**src/rtl/regfile_write_arbiter_pkg.sv**
```systemverilog
// Shared definitions for the register-file write arbiter: state encoding and default widths.
// REGFILE_ARB_RR_EN selects round-robin arbitration; without it the arbiter is fixed priority.
package regfile_write_arbiter_pkg;

  localparam int unsigned DW         = 16;
  localparam int unsigned AW         = 3;
  localparam int unsigned LOCK_CNT_W = 4;

  localparam logic ST_IDLE   = 1'b0;
  localparam logic ST_LOCKED = 1'b1;

  typedef enum logic {
    StIdle   = ST_IDLE,
    StLocked = ST_LOCKED
  } state_e;

endpackage

```
**src/rtl/regfile_write_arbiter_rr_pick.sv**
```systemverilog
// Combinational rotating-priority picker: the first eligible index at or after the pointer wins.
// The result is one-hot, or all-zero when nothing is eligible.
module regfile_write_arbiter_rr_pick #(
  parameter int unsigned N  = 3,
  parameter int unsigned PW = (N > 1) ? $clog2(N) : 1
) (
  input  logic [N-1:0]  eligible,
  input  logic [PW-1:0] pointer,
  output logic [N-1:0]  winner
);

  always_comb begin
    int unsigned idx;
    logic        found;
    winner = '0;
    found  = 1'b0;
    idx    = 0;
    for (int unsigned k = 0; k < N; k++) begin
      idx = (32'(pointer) + k) % N;
      if (!found && eligible[idx]) begin
        winner[idx] = 1'b1;
        found       = 1'b1;
      end
    end
  end

endmodule

```
**src/rtl/regfile_write_arbiter.sv**
```systemverilog
// Single-write-port arbiter for the register bank with bounded locked ownership.
// Define REGFILE_ARB_RR_EN for round-robin; otherwise the lowest eligible index wins.
module regfile_write_arbiter #(
  parameter int unsigned NREQ     = 3,
  parameter int unsigned NREG     = 8,
  parameter int unsigned AW       = regfile_write_arbiter_pkg::AW,
  parameter int unsigned DW       = regfile_write_arbiter_pkg::DW,
  parameter int unsigned LOCK_MAX = 4
) (
  input  logic                 clk,
  input  logic                 rst,
  input  logic [NREQ-1:0]      req,
  input  logic [NREQ-1:0]      lock,
  input  logic [NREQ*AW-1:0]   addr,
  input  logic [NREQ*DW-1:0]   data,
  output logic [NREQ-1:0]      gnt,
  output logic [NREG-1:0]      reg_en,
  output logic [DW-1:0]        reg_d,
  output logic                 owner_locked
);

  import regfile_write_arbiter_pkg::*;

  localparam int unsigned PW = (NREQ > 1) ? $clog2(NREQ) : 1;
  localparam logic [LOCK_CNT_W-1:0] LockMax = LOCK_CNT_W'(LOCK_MAX);
  localparam logic [PW-1:0] LastIdx = PW'(NREQ - 1);

  state_e                state_q, state_d;
  logic [PW-1:0]         owner_q, owner_d;
  logic [LOCK_CNT_W-1:0] cnt_q, cnt_d;
  logic [NREQ-1:0]       ign_q, ign_d;
  logic [NREQ-1:0]       gnt_q, gnt_d;
  logic [NREG-1:0]       reg_en_q, reg_en_d;
  logic [DW-1:0]         reg_d_q, reg_d_d;

  logic [NREQ-1:0] eligible, pick;
  logic [PW-1:0]   pick_idx, win_idx, ptr;
  logic            win_vld;
  logic [AW-1:0]   addr_a [NREQ];
  logic [DW-1:0]   data_a [NREQ];

  always_comb begin
    for (int unsigned i = 0; i < NREQ; i++) begin
      addr_a[i] = addr[i*AW +: AW];
      data_a[i] = data[i*DW +: DW];
    end
  end

  // A requester still seeing its own gnt is masked so a held req is not granted twice.
  assign eligible = req & ~gnt_q;

  regfile_write_arbiter_rr_pick #(
    .N  (NREQ),
    .PW (PW)
  ) u_rr_pick (
    .eligible (eligible),
    .pointer  (ptr),
    .winner   (pick)
  );

  always_comb begin
    pick_idx = '0;
    for (int unsigned i = 0; i < NREQ; i++) begin
      if (pick[i]) pick_idx = PW'(i);
    end
  end

  always_comb begin
    state_d = state_q;
    owner_d = owner_q;
    cnt_d   = cnt_q;
    ign_d   = ign_q;
    win_vld = 1'b0;
    win_idx = '0;
    unique case (state_q)
      StIdle: begin
        if (|pick) begin
          win_vld         = 1'b1;
          win_idx         = pick_idx;
          ign_d[pick_idx] = 1'b0;
          if (lock[pick_idx] && !ign_q[pick_idx]) begin
            state_d = StLocked;
            owner_d = pick_idx;
            cnt_d   = LOCK_CNT_W'(1);
          end
        end
      end
      StLocked: begin
        if (cnt_q == LockMax) begin
          // Forced release: the owner's next win is treated as unlocked.
          state_d        = StIdle;
          cnt_d          = '0;
          ign_d[owner_q] = 1'b1;
        end else if (req[owner_q]) begin
          win_vld = 1'b1;
          win_idx = owner_q;
          if (lock[owner_q]) begin
            cnt_d = cnt_q + LOCK_CNT_W'(1);
          end else begin
            state_d = StIdle;
            cnt_d   = '0;
          end
        end else begin
          state_d = StIdle;
          cnt_d   = '0;
        end
      end
      default: state_d = StIdle;
    endcase
  end

  always_comb begin
    gnt_d    = '0;
    reg_en_d = '0;
    reg_d_d  = reg_d_q;
    if (win_vld) begin
      gnt_d[win_idx] = 1'b1;
      reg_en_d       = NREG'(1) << addr_a[win_idx];
      reg_d_d        = data_a[win_idx];
    end
  end

`ifdef REGFILE_ARB_RR_EN
  logic [PW-1:0] ptr_q, ptr_d;

  always_comb begin
    ptr_d = ptr_q;
    if (win_vld) ptr_d = (win_idx == LastIdx) ? '0 : win_idx + PW'(1);
  end

  always_ff @(posedge clk or negedge rst) begin
    if (!rst) ptr_q <= '0;
    else      ptr_q <= ptr_d;
  end

  assign ptr = ptr_q;
`else
  assign ptr = '0;
`endif

  always_ff @(posedge clk or negedge rst) begin
    if (!rst) begin
      state_q  <= StIdle;
      owner_q  <= '0;
      cnt_q    <= '0;
      ign_q    <= '0;
      gnt_q    <= '0;
      reg_en_q <= '0;
      reg_d_q  <= '0;
    end else begin
      state_q  <= state_d;
      owner_q  <= owner_d;
      cnt_q    <= cnt_d;
      ign_q    <= ign_d;
      gnt_q    <= gnt_d;
      reg_en_q <= reg_en_d;
      reg_d_q  <= reg_d_d;
    end
  end

  assign gnt          = gnt_q;
  assign reg_en       = reg_en_q;
  assign reg_d        = reg_d_q;
  assign owner_locked = (state_q == StLocked);

endmodule

```
**config.mk**
```make
export PLATFORM = sky130hd
export DESIGN_NAME = regfile_write_arbiter
export DESIGN_NICKNAME = d
export VERILOG_FILES = /design/src/rtl/regfile_write_arbiter_pkg.sv /design/src/rtl/regfile_write_arbiter_rr_pick.sv /design/src/rtl/regfile_write_arbiter.sv
export SDC_FILE = /design/constraint.sdc
export NUM_CORES = 1
export LEC_CHECK = 0
export ABC_AREA = 1
export CAP_MARGIN = 5
export CORE_MARGIN = 8
export CORE_UTILIZATION = 43
export CTS_CLUSTER_DIAMETER = 60
export DETAILED_ROUTE_END_ITERATION = 10
export HOLD_SLACK_MARGIN = 0.03
export PLACE_DENSITY = 0.79
export REMOVE_ABC_BUFFERS = 1
export SYNTH_ARGS = -nofsm -noshare
export SYNTH_HDL_FRONTEND = slang
export SYNTH_SLANG_ARGS = --single-unit
```
**constraint.sdc**
```tcl
create_clock -name clk -period 1.85 [get_ports clk]
set_input_delay 0.2775 -clock clk [delete_from_list [all_inputs] [get_ports clk]]
set_output_delay 0.2775 -clock clk [all_outputs]
set_load 0.005 [all_outputs]
```
==> summary.md <==
| Metric | Value |
|---|---|
| Critical path's top delay family | flip-flops |
| Vias | 2333 |
| CTS Buffer Depth | 2 |
| Mapped Area | 2217 µm² |
| Die Footprint | 7710 µm² |
| Worst hold path type | primary input to asynchronous set/reset pin |
| Dominant synthesized flop cell | dfrtp_1 |
| CP Launch Type | register |
| Crit. End Element | output pin |
| CP Data Required Time | 1570 ps |
| Layout cells sized above 1 | 0.1190 |
| Pre-CTS WS | -68.29 ps |
| Average size of a mapped cell | 7.175 µm² |
| Dpl cells | 480 |
| CP max stage delay | 600 ps |
| Pin count of the biggest net entering global routing | 20 |
| CTS root buf | clkbuf_8 |
| Worst-Margin Slew | 471.1 ps |
| Cell row count | 26 |
| Most frequent cells after synthesis | 132 x nand2_1, 37 x dfrtp_1, 34 x nand3_1 |
| Global-route wire length before repair | 10770 µm |
| 1st-pass router iterations | 4 |
| GR met2 Demand/Resource | 0.2989 |
| CTS Buf Count | 5 |
| Routing usage on met1 | 0.2044 |
| Worst Skew | 7.002 ps |
| Slowest stage cell, crit path | dfrtp_1 |
| Initial antenna violation count | 0 |
| Fmax | 0.5688 GHz |
| Final setup fails | 0 |
| Power Dens Cells | 1376 nW/µm² |
| DP Area | 3293 µm² |
| Syn Inst Count | 309 |
| GP Congestion | 0.9342 |
| Critical path peak fanout | 10 |
| Core area | 5042 µm² |
| Synth area leader | dfrtp_1 |
| GRT busiest layer | met2 |
| Routed WL | 6612 µm |
| Met3 usage | 0.08161 |
| Routed len/inst | 13.49 µm |
| Crit path arrival time | 1480 ps |
| Vias in the first global route | 2392 |
| GRT Overall Usage | 0.1779 |
| Crit path launch | owner_locked |
| Antenna viol nets, final | 0 |
| Reg2reg start | cnt_q[0] |
| DRC Markers | 0 |
| Number of distinct library cells after synthesis | 28 |
| Worst skew pair latency | 290 ps |
| Top-count cell post-synth | nand2_1 |
| Nets@finish | 486 |
| Setup TNS | 0 ps |
| Detail Placement HPWL | 5400 µm |
| Synth top area share | 0.4176 |
| Die Ht | 87.81 µm |
| Total gr overflow | 0 |
| Min cycle time layout | 1758 ps |
| CTS tree | done |
| Fin cells | 490 |
| Final worst-path cycle share | 0.9503 |
| Outcome | completed |
| Asr flop ratio synth | 1.000 |
| Synthesis-to-finish area growth | 54.06% |
| Final worst slack | 91.96 ps |
| #FFs+latches synth | 37 |
| Die Wd | 87.81 µm |
| Port bufs | 92 |
| Peak supply drop | 628.1 µV |
| Finished Cell Area | 3416 µm² |
| Crit-path cells | clkdlybuf4s50_1 |
| Fill cell count | 436 |
| WP buf/inv | 1 |
| Hold Vio Cnt, Final | 0 |
| Yosys Warn Count | 0 |
| Antenna diodes | 0 |
| # clock sinks | 37 |
| Critical path type | register to output pin |
| Initial DRC count | 97 |
| Slew Limit Fails | 0 |
| Final hold slack | 470.2 ps |
| I/O pins | 93 |
| Ranking of synthesized cells by area | dfrtp_1 42%, nand2_1 22%, nand3_1 7.7% |
| Sequential fraction of the synthesis area | 0.4176 |
| Worst slew margin | 0.6859 |
| H-tree depth | 2 |
| Initial Utilization | 0.4397 |
| Leakage | 1.692 nW |
| Number of max-cap violations | 0 |
| Mean number of vias per cell | 4.761 |
| Post-synth EDFFs | 0 |
| Clock-pin slew on the worst setup and hold paths | 70 ps |
[metal layers]
| layer | part of all wire | vias up |
|---|---|---|
| li1 | - | 1185 |
| met1 | 0.42 | 1066 |
| met2 | 0.48 | 77 |
| met3 | 0.10 | 5 |
| met5 | 0 | - |
| met4 | 0.0065 | 0 |
[final cells by class]
cell class	instances	area, µm²	share of cell area
Timing Repair Buffer	113	1101	0.3223
Clock inverter	2	10.01	0.002930
Tap cell	70	87.58	0.02564
Clock buffer	6	72.57	0.02125
Inverter	33	133.9	0.03919
Sequential cell	37	925.9	0.2711
Multi-Input combinational cell	229	1085	0.3176
[report_power, final]
part / switching (mW) / leakage [nW] / internal, mW
sequential: 0.208 / 0.469 / 1.14
clock: 0.287 / 0.0450 / 0.261
combinational: 1.47 / 1.18 / 1.33
[timing repair]
action | 4_1_cts | 5_1_grt
hold endpoints to repair | 18 | 0
hold buffers | 1 | 0
setup buffers | 0 | 1
setup endpoints to repair | 0 | 19
resized for setup | 0 | 7
[worst paths after layout]
path,cells past startpoint,slack (ps),to
hold / removal,2,470,cnt_q[0]
setup / recovery,1,90,owner_locked
max in group asynchronous,3,910,reg_d[1]
hold reg to reg,1,500,ign_q[1]
setup reg to reg,10,100,reg_en[0]
min in group clk,1,500,ign_q[1]
[sequential cells by signal (all words and copies together) (netlist names)]
| signal | cells |
|---|---|
| owner_locked | 1 |
| gnt | 3 |
| ign_q | 3 |
| owner_q | 2 |
| reg_d | 16 |
| cnt_q | 4 |
| reg_en | 8 |
[cells by family (layout without fill, tap and decap cells)]
| logic type | Yosys count | in the layout | synth area share |
|---|---|---|---|
| XOR/XNOR | 2 | 2 | 0.007902 |
| adder cells (fa/ha/maj) | 2 | 2 | 0.01128 |
| AO/OA/AOI/OAI | 17 | 17 | 0.04289 |
| buffers and inverters | 43 | 154 | 0.1010 |
| flip-flops | 37 | 37 | 0.4176 |
| AND/OR/NAND/NOR | 208 | 208 | 0.4193 |
[through the flow]
stage / utilization / power [mW]
2_1_floorplan: - / 2.752
3_3_place_gp: 0.6531 / 4.057
3_5_place_dp: 0.6531 / 4.141
4_1_cts: 0.6715 / 4.705
5_1_grt: 0.6774 / 5.128
6_report: 0.6774 / 4.698
[placed cells by master (no fill, tap or decap), types with 2 or more instances in the layout]
cell | Yosys | layout
a21oi_1 | 5 | 5
buf_12 | 0 | 2
buf_4 | 5 | 18
clkbuf_8 | 0 | 5
clkdlybuf4s50_1 | 0 | 91
clkinv_2 | 0 | 2
dfrtp_1 | 37 | 37
inv_1 | 27 | 27
inv_2 | 4 | 3
inv_4 | 2 | 2
nand2_1 | 132 | 131
nand2_2 | 3 | 4
nand2_4 | 3 | 3
nand3_1 | 34 | 33
nand3_2 | 3 | 3
nand3b_1 | 6 | 6
nand4_1 | 4 | 4
nor2_1 | 19 | 19
nor2_4 | 2 | 2
o21ai_0 | 7 | 7
xor2_1 | 2 | 2
Power figures use the tool's default switching activity.
